===== src/rtl/fifo_pkg.sv =====
// Shared types and defaults for the synchronous / asynchronous FIFO family.
package fifo_pkg;

    localparam int DSIZE_DEF = 8;
    localparam int ASIZE_DEF = 4;

    // Registered occupancy flags, grouped so a monitor can compare them as one unit.
    typedef struct packed {
        logic wfull;
        logic rempty;
        logic almost_full;
        logic almost_empty;
    } fifo_status_t;

    function automatic int fifo_depth(input int asize);
        return 1 << asize;
    endfunction

endpackage


===== src/rtl/fifo_mem_dp.sv =====
// DEPTH x DSIZE flop array: synchronous write port, asynchronous read port.
module fifo_mem_dp
    import fifo_pkg::*;
#(
    parameter int DSIZE = DSIZE_DEF,
    parameter int ASIZE = ASIZE_DEF
) (
    input  logic             clk,
    input  logic             we_i,
    input  logic [ASIZE-1:0] waddr_i,
    input  logic [DSIZE-1:0] wdata_i,
    input  logic [ASIZE-1:0] raddr_i,
    output logic [DSIZE-1:0] rdata_o
);

    localparam int DEPTH = fifo_depth(ASIZE);

    logic [DSIZE-1:0] mem_q [DEPTH];

    always_ff @(posedge clk) begin
        if (we_i) mem_q[waddr_i] <= wdata_i;
    end

    assign rdata_o = mem_q[raddr_i];

endmodule


===== src/rtl/sync_fifo_prog.sv =====
// Single-clock FIFO with programmable almost-full/empty thresholds, occupancy
// count, optional first-word-fall-through and sticky overflow/underflow flags.
module sync_fifo_prog
    import fifo_pkg::*;
#(
    parameter int DSIZE = DSIZE_DEF,
    parameter int ASIZE = ASIZE_DEF,
    parameter int FWFT  = 0
) (
    input  logic             clk,
    input  logic             rst_n,
    input  logic [DSIZE-1:0] wdata_i,
    input  logic             winc_i,
    input  logic             rinc_i,
    input  logic [ASIZE:0]   af_thresh_i,
    input  logic [ASIZE:0]   ae_thresh_i,
    input  logic             clr_err_i,
    output logic [DSIZE-1:0] rdata_o,
    output logic             wfull_o,
    output logic             rempty_o,
    output logic             almost_full_o,
    output logic             almost_empty_o,
    output logic [ASIZE:0]   count_o,
    output logic             overflow_o,
    output logic             underflow_o
);

    localparam int DEPTH = fifo_depth(ASIZE);

    typedef logic [ASIZE:0] fifo_ptr_t;
    localparam fifo_ptr_t DEPTH_P = fifo_ptr_t'(DEPTH);
    localparam fifo_ptr_t ONE_P   = fifo_ptr_t'(1);
    localparam fifo_status_t STATUS_RST = '{wfull: 1'b0, rempty: 1'b1,
                                            almost_full: 1'b0, almost_empty: 1'b1};

    fifo_ptr_t    wptr_q, wptr_d;
    fifo_ptr_t    rptr_q, rptr_d;
    fifo_ptr_t    count_q, count_d;
    fifo_status_t status_q, status_d;
    logic         overflow_q, overflow_d;
    logic         underflow_q, underflow_d;
    logic         wr_acc, rd_acc;
    logic [DSIZE-1:0] mem_rdata;

    // Accept decisions use only the registered flags, never the incoming request.
    assign wr_acc = winc_i && !status_q.wfull;
    assign rd_acc = rinc_i && !status_q.rempty;

    always_comb begin
        wptr_d  = wptr_q;
        rptr_d  = rptr_q;
        count_d = count_q;
        if (wr_acc) wptr_d = wptr_q + ONE_P;
        if (rd_acc) rptr_d = rptr_q + ONE_P;
        if (wr_acc && !rd_acc)      count_d = count_q + ONE_P;
        else if (!wr_acc && rd_acc) count_d = count_q - ONE_P;

        status_d.wfull        = (count_d == DEPTH_P);
        status_d.rempty       = (count_d == '0);
        status_d.almost_full  = (count_d >= af_thresh_i);
        status_d.almost_empty = (count_d <= ae_thresh_i);

        // Set wins over a coincident clear.
        overflow_d  = (winc_i && status_q.wfull)  || (overflow_q  && !clr_err_i);
        underflow_d = (rinc_i && status_q.rempty) || (underflow_q && !clr_err_i);
    end

    always_ff @(posedge clk or negedge rst_n) begin
        if (!rst_n) begin
            wptr_q      <= '0;
            rptr_q      <= '0;
            count_q     <= '0;
            status_q    <= STATUS_RST;
            overflow_q  <= 1'b0;
            underflow_q <= 1'b0;
        end else begin
            wptr_q      <= wptr_d;
            rptr_q      <= rptr_d;
            count_q     <= count_d;
            status_q    <= status_d;
            overflow_q  <= overflow_d;
            underflow_q <= underflow_d;
        end
    end

    fifo_mem_dp #(
        .DSIZE (DSIZE),
        .ASIZE (ASIZE)
    ) u_mem (
        .clk     (clk),
        .we_i    (wr_acc),
        .waddr_i (wptr_q[ASIZE-1:0]),
        .wdata_i (wdata_i),
        .raddr_i (rptr_q[ASIZE-1:0]),
        .rdata_o (mem_rdata)
    );

    if (FWFT != 0) begin : g_fwft
        // Memory is not reset, so mask the head word while empty to give a clean 0.
        assign rdata_o = status_q.rempty ? '0 : mem_rdata;
    end else begin : g_std
        logic [DSIZE-1:0] rdata_q;
        always_ff @(posedge clk or negedge rst_n) begin
            if (!rst_n)      rdata_q <= '0;
            else if (rd_acc) rdata_q <= mem_rdata;
        end
        assign rdata_o = rdata_q;
    end

    assign wfull_o        = status_q.wfull;
    assign rempty_o       = status_q.rempty;
    assign almost_full_o  = status_q.almost_full;
    assign almost_empty_o = status_q.almost_empty;
    assign count_o        = count_q;
    assign overflow_o     = overflow_q;
    assign underflow_o    = underflow_q;

endmodule


===== config.mk =====
export PLATFORM = sky130hd
export DESIGN_NAME = sync_fifo_prog
export DESIGN_NICKNAME = d
export VERILOG_FILES = /design/src/rtl/fifo_pkg.sv /design/src/rtl/fifo_mem_dp.sv /design/src/rtl/sync_fifo_prog.sv
export SDC_FILE = /design/constraint.sdc
export NUM_CORES = 1
export LEC_CHECK = 0
export BUFFER_PORTS_ARGS = -buffer_cell sky130_fd_sc_hd__buf_2
export CAP_MARGIN = 20
export CORE_ASPECT_RATIO = 0.7
export CORE_MARGIN = 5
export CORE_UTILIZATION = 50
export CTS_BUF_LIST = sky130_fd_sc_hd__clkbuf_8
export DETAILED_ROUTE_END_ITERATION = 8
export PLACE_DENSITY = 0.73
export SYNTH_ARGS = -nofsm -noshare
export SYNTH_HDL_FRONTEND = slang
export SYNTH_HIERARCHICAL = 1
export SYNTH_SLANG_ARGS = --single-unit

===== constraint.sdc =====
create_clock -name clk -period 3 [get_ports clk]
set_input_delay 0.6 -clock clk [delete_from_list [all_inputs] [get_ports clk]]
set_output_delay 0.6 -clock clk [all_outputs]
set_load 0.01 [all_outputs]

==> impl_metrics.tcl <==
set metrics [dict create \
    powerDensity_nw_per_um2 941 \
    synth-edff-count 128 \
    synth.distinct_cells 47 \
    cts_resized 0 \
    ir_drop_uv 404 \
    syn2layout_area_growth_pct 13.6 \
    ff2ff_path_depth 10 \
    grt_pass1_wl_um 20000 \
    ys.flop_type "edfxtp_1" \
    p_sw_uw 2260 \
    maxSlewViolCount 0 \
    critPathKind "flip-flop to flip-flop" \
    cts.htree.levels 4 \
    power_uw 6900 \
    cts_buffer_depth 2 \
    status "finished clean" \
    netlist_area_um2 6450 \
    n_antenna_cell 0 \
    die_x_um 146 \
    track_usage 0.177 \
    routed_wl_um 13000 \
    maxCapViolations 0 \
    synth.avg_cell_area_um2 17.5 \
    rsz0062_at_grt "no" \
    drtPass1Iterations 4 \
    drt-wirelength-per-cell_um 21.4 \
    grt_max_degree 36 \
    fp-row-count 34 \
    yosys_warnings 6 \
    slew_headroom 0.435 \
    crit_path_start_kind "flip-flop" \
    regToRegEndpoint "almost_empty_o" \
    finalSetupTns_ns 0 \
    fmax_ghz 0.398 \
    r2r_slack_ns 0.49 \
    gp_congestion 0.776 \
    floorplan.die_area_um2 15300 \
    ys_seq_area_frac 0.701 \
    vias_per_cell 5.70 \
    clock_skew_ns 0.00828 \
    drive_gt1_frac 0.266 \
    required_ns 3.37 \
    boundaryPins 42 \
    drtAntennaViolNets 0 \
    vias 3473 \
    p_sw_frac 0.328 \
    seq_power_share 0.435 \
    clock_tree.root_cell "clkbuf_8" \
    internal_power_uw 4640 \
    power_frac_comb 0.324 \
    setup_viol 0 \
    postLayoutCoreUtil 0.584 \
    coreArea_um2 12500 \
    netlist_instances 369 \
    first_global_vias 3571 \
    drt_iter0_markers 306 \
    worst_slew_pin_slew_ns 0.844 \
    nFillCells 905 \
    drc 0 \
    p_leak_uw 0.00274 \
    cts_inserted_buffers 17 \
    min_path_type "input port to async pin" \
    die_h_um 105 \
    synth_seq_cells 155 \
    clkPwrFrac 0.241 \
    cts_setup_buffers 0 \
    clock_latency_ns 0.45 \
    endpoint_kind "flip-flop" \
    syn_nets 406 \
    crit_path_max_fanout 15 \
    worstReg2RegStart "rempty_o" \
    antenna_found_initial 0 \
    cts_tree "built" \
    start_util 0.514 \
    overflow 0 \
    cts.sink_count 155 \
    ctsHoldBuffers 0 \
    ys_async_sr_fraction 0.174 \
    final.period_utilization 0.838 \
    place_hpwl_um 8790 \
    path_clk_slew_ns 0.08 \
    critPathArrivalTime_ns 2.89 \
    finalCriticalPeriod_ns 2.51 \
    hold_viol 0 \
    io_buffers 41 \
    final_nets 471 \
]
area by class of cell:
cell class	count	area, µm²	area share
sequential	155	4520	0.617
timing repair buffer	60	360	0.0492
clock buffer	18	248	0.0338
inverter	15	68.8	0.00939
tap	162	203	0.0276
clock inverter	14	180	0.0246
multi-input combinational	185	1750	0.238
worst max-delay path by stage:
stage,startpoint,slack [ns],to
2_1_floorplan,winc_i,0.69,u_mem/mem_q[0][0]
3_3_place_gp,rinc_i,0.39,almost_empty_o
3_5_place_dp,rinc_i,0.27,almost_empty_o
4_1_cts,rempty_o,0.47,almost_empty_o
5_1_grt,rempty_o,0.30,almost_empty_o
6_report,rempty_o,0.49,almost_empty_o
flip-flops by register name, summed over array words and instances (netlist names):
name / count
rptr_q: 4
wptr_q: 4
rempty_o: 1
u_mem/mem_q: 128
almost_full_o: 1
underflow_o: 1
rdata_o: 8
almost_empty_o: 1
overflow_o: 1
count_o: 5
wfull_o: 1
cell usage in the layout (no fill, tap or decap), types with 2 or more instances in the layout:
| cell type | count |
|---|---|
| nand2_1 | 47 |
| ha_1 | 14 |
| buf_2 | 41 |
| bufinv_16 | 4 |
| o21ai_0 | 3 |
| nor2b_1 | 3 |
| a22oi_1 | 16 |
| o21a_1 | 3 |
| xor2_1 | 2 |
| mux4_1 | 14 |
| buf_4 | 18 |
| a21oi_1 | 3 |
| nor2_1 | 18 |
| clkbuf_8 | 18 |
| nand4_1 | 3 |
| clkinv_4 | 3 |
| inv_1 | 16 |
| nand2b_1 | 4 |
| nand3_1 | 4 |
| nand3b_1 | 2 |
| nor3_1 | 5 |
| dfstp_2 | 2 |
| dfrtp_1 | 24 |
| edfxtp_1 | 128 |
| xnor2_1 | 7 |
| mux4_2 | 18 |
| clkinv_2 | 3 |
per-layer routing:
layer  global-route usage  share of wire
met1                0.256           0.46
met3               0.0593          0.068
met2                0.257           0.46
met5                    0              0
met4               0.0542         0.0085
cells by family (layout without fill, tap and decap cells):
| group | count (synthesis) | count (layout) | share of synthesized area |
|---|---|---|---|
| adders and majority gates | 14 | 14 | 0.0272 |
| AOI/OAI and AO/OA | 32 | 32 | 0.0370 |
| buffers and inverters | 29 | 107 | 0.0281 |
| muxes | 32 | 32 | 0.120 |
| DFF | 155 | 155 | 0.701 |
| and+or+nand+nor | 97 | 97 | 0.0721 |
| xor gates and xnor gates | 10 | 10 | 0.0147 |
cell usage after synthesis (2+ instances only):
cell type          n  area share
inv_1             14      0.0081
dfstp_2            2      0.0081
nand3_1            4      0.0031
nand4_1            3      0.0029
clkdlybuf4s25_2    3      0.0047
xor2_1             2      0.0027
clkbuf_1           3      0.0017
ha_1              14       0.027
edfxtp_1         128        0.60
mux4_1            14       0.057
nor2_1            18       0.010
o21a_1             3      0.0035
nand2b_1           4      0.0039
buf_2              3      0.0023
xnor2_1            7      0.0095
nand2_1           47       0.027
nor3_1             5      0.0039
nor2b_1            3      0.0029
mux4_2            18       0.063
nand3b_1           2      0.0023
dfrtp_1           25       0.097
o21ai_0            3      0.0023
a21oi_1            3      0.0023
a22oi_1           16       0.019
buf_6              3      0.0052
worst max-delay path, cell delays in order, from the launching register on:
cell	delay [ns]
dfstp_2	0.54
and2b_2	0.31
nor2_1	0.24
a211o_1	0.17
nand2_1	0.12
ha_1	0.31
nor2b_1	0.13
o21a_1	0.16
o21a_1	0.16
o21a_1	0.16
o22ai_1	0.13
power groups by stage:
stage | sequential, µW | clock, µW | combinational, µW
after CTS | 3000 | 1700 | 2250
final | 3000 | 1660 | 2240
after detailed placement | 3050 | 0 | 2230
after global placement | 3020 | 0 | 2180
after floorplan | 2980 | 0 | 1570
after global routing | 3060 | 1800 | 2430
through the flow:
stage               hold slack [ns]  std cells  instance area (µm²)  setup slack [ns]
finish                        0.168        609                 7330             0.487
CTS                           0.159        609                 7330             0.467
global placement              0.461        577                 6900             0.386
detailed placement            0.466        577                 6900             0.274
global route                  0.184        609                 7330             0.300
floorplan                     0.304        369                 6450             0.694
Note: power is estimated with default switching activity, not from simulation.
